===== src/rtl/caf_pkg.sv =====
// Shared types and width/offset helpers for the CAF sweep sequencer.
// Result beat layout: {bin, lag, mag} with mag in the LSBs.
package caf_pkg;

  typedef enum logic [1:0] {
    ST_IDLE,
    ST_CONFIG,
    ST_COLLECT,
    ST_REPORT
  } state_t;

  function automatic int clog2(input int n);
    int w;
    w = 0;
    while ((1 << w) < n) w++;
    return w;
  endfunction

  function automatic int lag_lsb(input int mag_w);
    return mag_w;
  endfunction

  function automatic int bin_lsb(input int mag_w, input int lag_w);
    return mag_w + lag_w;
  endfunction

endpackage


===== src/rtl/caf_peak_tracker.sv =====
// Compare/hold register for the running CAF peak; strict greater-than keeps
// the earliest (bin, lag) on ties.
module caf_peak_tracker
  import caf_pkg::*;
#(
  parameter int BIN_W     = 3,
  parameter int LAG_W     = 4,
  parameter int MAG_WIDTH = 32
) (
  input  logic                 clk,
  input  logic                 rst_n,
  input  logic                 clr,
  input  logic                 en,
  input  logic [BIN_W-1:0]     bin,
  input  logic [LAG_W-1:0]     lag,
  input  logic [MAG_WIDTH-1:0] mag,
  output logic                 valid,
  output logic [BIN_W-1:0]     peak_bin,
  output logic [LAG_W-1:0]     peak_lag,
  output logic [MAG_WIDTH-1:0] peak_mag
);

  // NOTE: the held peak is reset as well as its valid flag, so the result bus
  // reads zero out of reset instead of power-up garbage.
  always_ff @(posedge clk) begin
    if (!rst_n) begin
      valid    <= 1'b0;
      peak_bin <= '0;
      peak_lag <= '0;
      peak_mag <= '0;
    end else if (clr) begin
      valid <= 1'b0;
    end else if (en && (!valid || mag > peak_mag)) begin
      valid    <= 1'b1;
      peak_bin <= bin;
      peak_lag <= lag;
      peak_mag <= mag;
    end
  end

endmodule


===== src/rtl/caf_sweep_ctrl.sv =====
// CAF sweep sequencer: steps the core through every bin, tracks the global
// peak and reports it once. Optional abort input under CAF_SWEEP_ABORT_EN.
module caf_sweep_ctrl
  import caf_pkg::*;
#(
  parameter  int NUM_BINS  = 8,
  parameter  int NUM_LAGS  = 16,
  parameter  int MAG_WIDTH = 32,
  localparam int BIN_W     = clog2(NUM_BINS),
  localparam int LAG_W     = clog2(NUM_LAGS),
  localparam int DATA_W    = BIN_W + LAG_W + MAG_WIDTH
) (
  input  logic                 clk,
  input  logic                 rst_n,
  input  logic                 start,
`ifdef CAF_SWEEP_ABORT_EN
  input  logic                 abort,
`endif
  output logic                 busy,
  output logic                 done,
  output logic                 err,
  output logic [BIN_W-1:0]     core_freq_idx,
  output logic                 core_start,
  input  logic [MAG_WIDTH-1:0] s_axis_tdata,
  input  logic                 s_axis_tvalid,
  input  logic                 s_axis_tlast,
  output logic                 s_axis_tready,
  output logic [DATA_W-1:0]    m_axis_tdata,
  output logic                 m_axis_tvalid,
  input  logic                 m_axis_tready
);

  localparam logic [BIN_W-1:0] LAST_BIN = BIN_W'(NUM_BINS - 1);
  localparam logic [LAG_W-1:0] LAST_LAG = LAG_W'(NUM_LAGS - 1);
  localparam int LAG_LSB = lag_lsb(MAG_WIDTH);
  localparam int BIN_LSB = bin_lsb(MAG_WIDTH, LAG_W);

  state_t               state;
  logic [BIN_W-1:0]     bin;
  logic [LAG_W-1:0]     lag;
  logic                 abort_hit;
  logic                 beat;
  logic                 peak_valid;
  logic [BIN_W-1:0]     peak_bin;
  logic [LAG_W-1:0]     peak_lag;
  logic [MAG_WIDTH-1:0] peak_mag;

`ifdef CAF_SWEEP_ABORT_EN
  assign abort_hit = abort && (state != ST_IDLE);
`else
  assign abort_hit = 1'b0;
`endif

  // tready is only high in COLLECT, so this is the accepted-beat strobe.
  assign beat = s_axis_tready && s_axis_tvalid && !abort_hit;

  caf_peak_tracker #(
    .BIN_W    (BIN_W),
    .LAG_W    (LAG_W),
    .MAG_WIDTH(MAG_WIDTH)
  ) u_peak (
    .clk     (clk),
    .rst_n   (rst_n),
    .clr     ((state == ST_IDLE) && start),
    .en      (beat),
    .bin     (bin),
    .lag     (lag),
    .mag     (s_axis_tdata),
    .valid   (peak_valid),
    .peak_bin(peak_bin),
    .peak_lag(peak_lag),
    .peak_mag(peak_mag)
  );

  // NOTE: every output of always_comb gets a default first so no latch forms.
  always_comb begin
    m_axis_tdata = '0;
    if (peak_valid) begin
      m_axis_tdata[BIN_LSB +: BIN_W]     = peak_bin;
      m_axis_tdata[LAG_LSB +: LAG_W]     = peak_lag;
      m_axis_tdata[0 +: MAG_WIDTH]       = peak_mag;
    end
  end

  // NOTE: sequential state uses non-blocking assignments only, so every
  // register sees the pre-edge value of every other register.
  always_ff @(posedge clk) begin
    if (!rst_n) begin
      state         <= ST_IDLE;
      bin           <= '0;
      lag           <= '0;
      busy          <= 1'b0;
      done          <= 1'b0;
      err           <= 1'b0;
      core_freq_idx <= '0;
      core_start    <= 1'b0;
      s_axis_tready <= 1'b0;
      m_axis_tvalid <= 1'b0;
    end else begin
      core_start <= 1'b0;
      done       <= 1'b0;
      if (abort_hit) begin
        state         <= ST_IDLE;
        busy          <= 1'b0;
        s_axis_tready <= 1'b0;
        m_axis_tvalid <= 1'b0;
      end else begin
        case (state)
          ST_IDLE: if (start) begin
            state         <= ST_CONFIG;
            bin           <= '0;
            lag           <= '0;
            err           <= 1'b0;
            busy          <= 1'b1;
            core_start    <= 1'b1;
            core_freq_idx <= '0;
          end
          ST_CONFIG: begin
            state         <= ST_COLLECT;
            s_axis_tready <= 1'b1;
          end
          ST_COLLECT: if (beat) begin
            if ((lag == LAST_LAG) != s_axis_tlast) err <= 1'b1;
            if (s_axis_tlast) begin
              lag           <= '0;
              s_axis_tready <= 1'b0;
              if (bin == LAST_BIN) begin
                state         <= ST_REPORT;
                m_axis_tvalid <= 1'b1;
              end else begin
                state         <= ST_CONFIG;
                bin           <= bin + 1'b1;
                core_freq_idx <= bin + 1'b1;
                core_start    <= 1'b1;
              end
            end else if (lag != LAST_LAG) begin
              lag <= lag + 1'b1;
            end
          end
          ST_REPORT: if (m_axis_tready) begin
            state         <= ST_IDLE;
            m_axis_tvalid <= 1'b0;
            busy          <= 1'b0;
            done          <= 1'b1;
          end
          default: state <= ST_IDLE;
        endcase
      end
    end
  end

endmodule


===== config.mk =====
export PLATFORM = sky130hd
export DESIGN_NAME = caf_sweep_ctrl
export DESIGN_NICKNAME = d
export VERILOG_FILES = /design/src/rtl/caf_pkg.sv /design/src/rtl/caf_peak_tracker.sv /design/src/rtl/caf_sweep_ctrl.sv
export SDC_FILE = /design/constraint.sdc
export NUM_CORES = 1
export LEC_CHECK = 0
export CORE_MARGIN = 2
export CORE_UTILIZATION = 30
export CTS_CLUSTER_DIAMETER = 40
export CTS_CLUSTER_SIZE = 12
export DETAILED_ROUTE_END_ITERATION = 8
export SLEW_MARGIN = 40
export SYNTH_ARGS = -nofsm -noshare
export SYNTH_HDL_FRONTEND = slang
export SYNTH_HIERARCHICAL = 1
export SYNTH_SLANG_ARGS = --single-unit
export TNS_END_PERCENT = 50

===== constraint.sdc =====
create_clock -name clk -period 3.7 [get_ports clk]
set_clock_uncertainty 0.05 [all_clocks]
set_input_delay 0.74 -clock clk [delete_from_list [all_inputs] [get_ports clk]]
set_output_delay 0.74 -clock clk [all_outputs]
set_load 0.05 [all_outputs]

==> out/metrics.cfg <==
[synth]
synthCells = 425
syn_area_um2 = 3446
yosysTopAreaCell = dfxtp_1
synth_nets = 499
synthXorXnorAreaFrac_pct = 0
synth_compound_area_share_pct = 8.351
synth_ff_type = dfxtp_1
synth_top_family_by_area = simple AND/OR/NAND/NOR gates
ys_warn_count = 6
avgSynthCellArea_um2 = 8.108
synthDistinctLibCells = 48
ys_ff_latch = 55
yosys.cell_count.top_type = nand2_1
synth.area.mux_share_pct = 12.20
async_flop_share_pct = 0
synthAdderAreaFrac_pct = 13.07
synth-simple-area-share_pct = 26.91
synth_edf_count = 0
synth-seq-area-share_pct = 31.95
synth_common_cells = nand2_1, dfxtp_1, mux2i_1, and2_1, inv_1
ys_top_cells_by_area = dfxtp_1, ha_1, mux2i_1, nand2_1, and2_1
synth.top_cell.area_share_pct = 31.95

[worst_hold_path]
hp-class = reg -> reg

[clock_network]
clk_latency_ps = 290
cts_setup_buffers = 0
cts_buffers = 5
clock-root-buffer = clkbuf_16
ctsHoldBuffers = 0
clkTransAtPathRegs_ps = 70
tritoncts = done
clk_path_buf_depth = 2
htree_levels = 2
cts.repair.resized = 0
numClockSinks = 55

[timing]
period_needed_ps = 3203
tns_ps = 0
hold_violations = 0
relSlewSlack_pct = 63.11
slew_viol_final = 0
worstMarginPinSlew_ps = 551.6
finalSetupViolCount = 0
setup_ws_ps = 497.1
fin_crit_sh_pct = 86.56
max_freq_mhz = 312.2
rsz0062_at_grt = false

[detailed_routing]
drc = 0
detail-route-antenna-nets = 0
drt-total-wl_um = 8218
first_iter_violations = 103
via_per_inst = 4.668
via_count = 3011
drtPass1Iterations = 5
wl_per_cell_um = 12.74

[place]
dp_hpwl_um = 6104
gp_congestion = 0.8121
pre_cts_ws_ps = 192.5
port-buffer-count = 85

[power]
peakVddDrop_mv = 0.1693
p_per_area_nw_per_um2 = 293.0
static-leakage-power_uw = 0.001956

[layout]
diodes = 0
drive_gt1_share_pct = 4.382
area_delta_synth_final_pct = 33.01
n_fill_cell = 1155
final_nets = 575

[setup_path]
start_kind = input pin
arrival_ps = 3370
critPathBufInv = 2
crit_path_max_incr_delay_ps = 510
critPathMaxFanout = 17
required_ps = 3870
critPathSlowestCell = nor4_2
cp-end-kind = register
cp_top_family = buffers and inverters
crit_chain = clkdlybuf4s50_1 -> ha_1 -> nand4_1 -> nor4_2 -> a311o_1 -> a21oi_1 -> a41oi_4 -> buf_4 -> mux2i_1
worstSetupPathType = in -> reg

[floorplan]
placeableCoreArea_um2 = 11320
die_x_um = 111.2
die-area_um2 = 12360
rows = 39
dieHeight_um = 111.2
io_pins = 86
start_util_pct = 30.44

[global_routing]
grt_pass1_wl_um = 13860
grt_overflow = 0
grt_pass1_vias = 2959
grt_max_degree = 50
antenna_found_initial = 0
grt_usage_pct = 13.24

[job]
max_cap_viol_count = 0

[run_status]
status = finished, final reports clean

## layer usage
| metal | track usage [%] | share of wire [%] | vias to the layer above |
|---|---|---|---|
| met4 | 2.305 | 0.29 | 0 |
| li1 | - | - | 1569 |
| met3 | 2.898 | 4.4 | 2 |
| met2 | 22.11 | 48 | 56 |
| met1 | 17.81 | 47 | 1384 |
| met5 | 0 | 0 | - |
## metrics by stage
stage | hold WS, ps | cells | power [uW] | utilization (%) | instance area [um^2]
after floorplan | 383.4 | 425 | 771.7 | - | 3446
after global placement | 389.1 | 637 | 854.2 | 39.10 | 4427
after detailed placement | 403.5 | 637 | 858.3 | 39.10 | 4427
after CTS | 419.0 | 645 | 1366 | 40.48 | 4583
after global routing | 438.7 | 645 | 1420 | 40.48 | 4583
final | 414.8 | 645 | 1343 | 40.48 | 4583
## cell type report
| cell class | instances | area (um^2) | share of cell area (%) |
|---|---|---|---|
| Multi-Input combinational cell | 308 | 2097 | 45.75 |
| Sequential cell | 55 | 1101 | 24.02 |
| Timing Repair Buffer | 90 | 895.9 | 19.55 |
| Tap cell | 143 | 178.9 | 3.904 |
| Clock buffer | 8 | 156.4 | 3.413 |
| Inverter | 41 | 153.9 | 3.358 |
## flip-flops by register name (all words and copies together), names as in the netlist
signal and count:
s_axis_tready 1, bin 3, done 1, err 1
u_peak/peak_lag 4, u_peak/peak_bin 3, u_peak/peak_mag 32, m_axis_tvalid 1
lag 4, core_start 1, busy 1, u_peak/valid 1
state 2
## where the power goes
group          internal, uW  total, uW  switching [uW]
Combinational           103        222             119
Clock                   289        498             209
Sequential              607        623            16.4
Total                   998       1340             345
## kinds of logic after synthesis
kind of cell	Yosys count
AOI/OAI and AO/OA	43
adders and majority gates	36
buffers and inverters	62
DFF	55
muxes	42
and+or+nand+nor	187
## cell usage in the layout, fill, tap and decap left out, types with 3 or more instances in the layout
| cell | instances |
|---|---|
| a21oi_1 | 18 |
| and2_1 | 40 |
| buf_4 | 4 |
| clkbuf_16 | 5 |
| clkdlybuf4s50_1 | 84 |
| dfxtp_1 | 55 |
| ha_1 | 36 |
| inv_1 | 39 |
| mux2i_1 | 42 |
| nand2_1 | 98 |
| nand2b_1 | 3 |
| nand3_1 | 12 |
| nand4_1 | 7 |
| nor2_1 | 9 |
| o21ai_0 | 5 |
## final timing paths
path | cells after the start | slack, ps | from | end
worst max register to register | 9 | 1010 | u_peak/peak_mag[29] | u_peak/peak_mag[1]
worst max-delay path | 9 | 500 | s_axis_tdata[31] | u_peak/peak_mag[1]
worst min-delay path | 2 | 410 | u_peak/peak_lag[1] | u_peak/peak_lag[1]
worst min register to register | 2 | 410 | u_peak/peak_lag[1] | u_peak/peak_lag[1]
## tightest hold or removal path, stage by stage (launching register included)
cell and delay (ps):
dfxtp_1 310, nand2_1 50, mux2i_1 60
No activity file was read; power rests on OpenSTA's default activity.
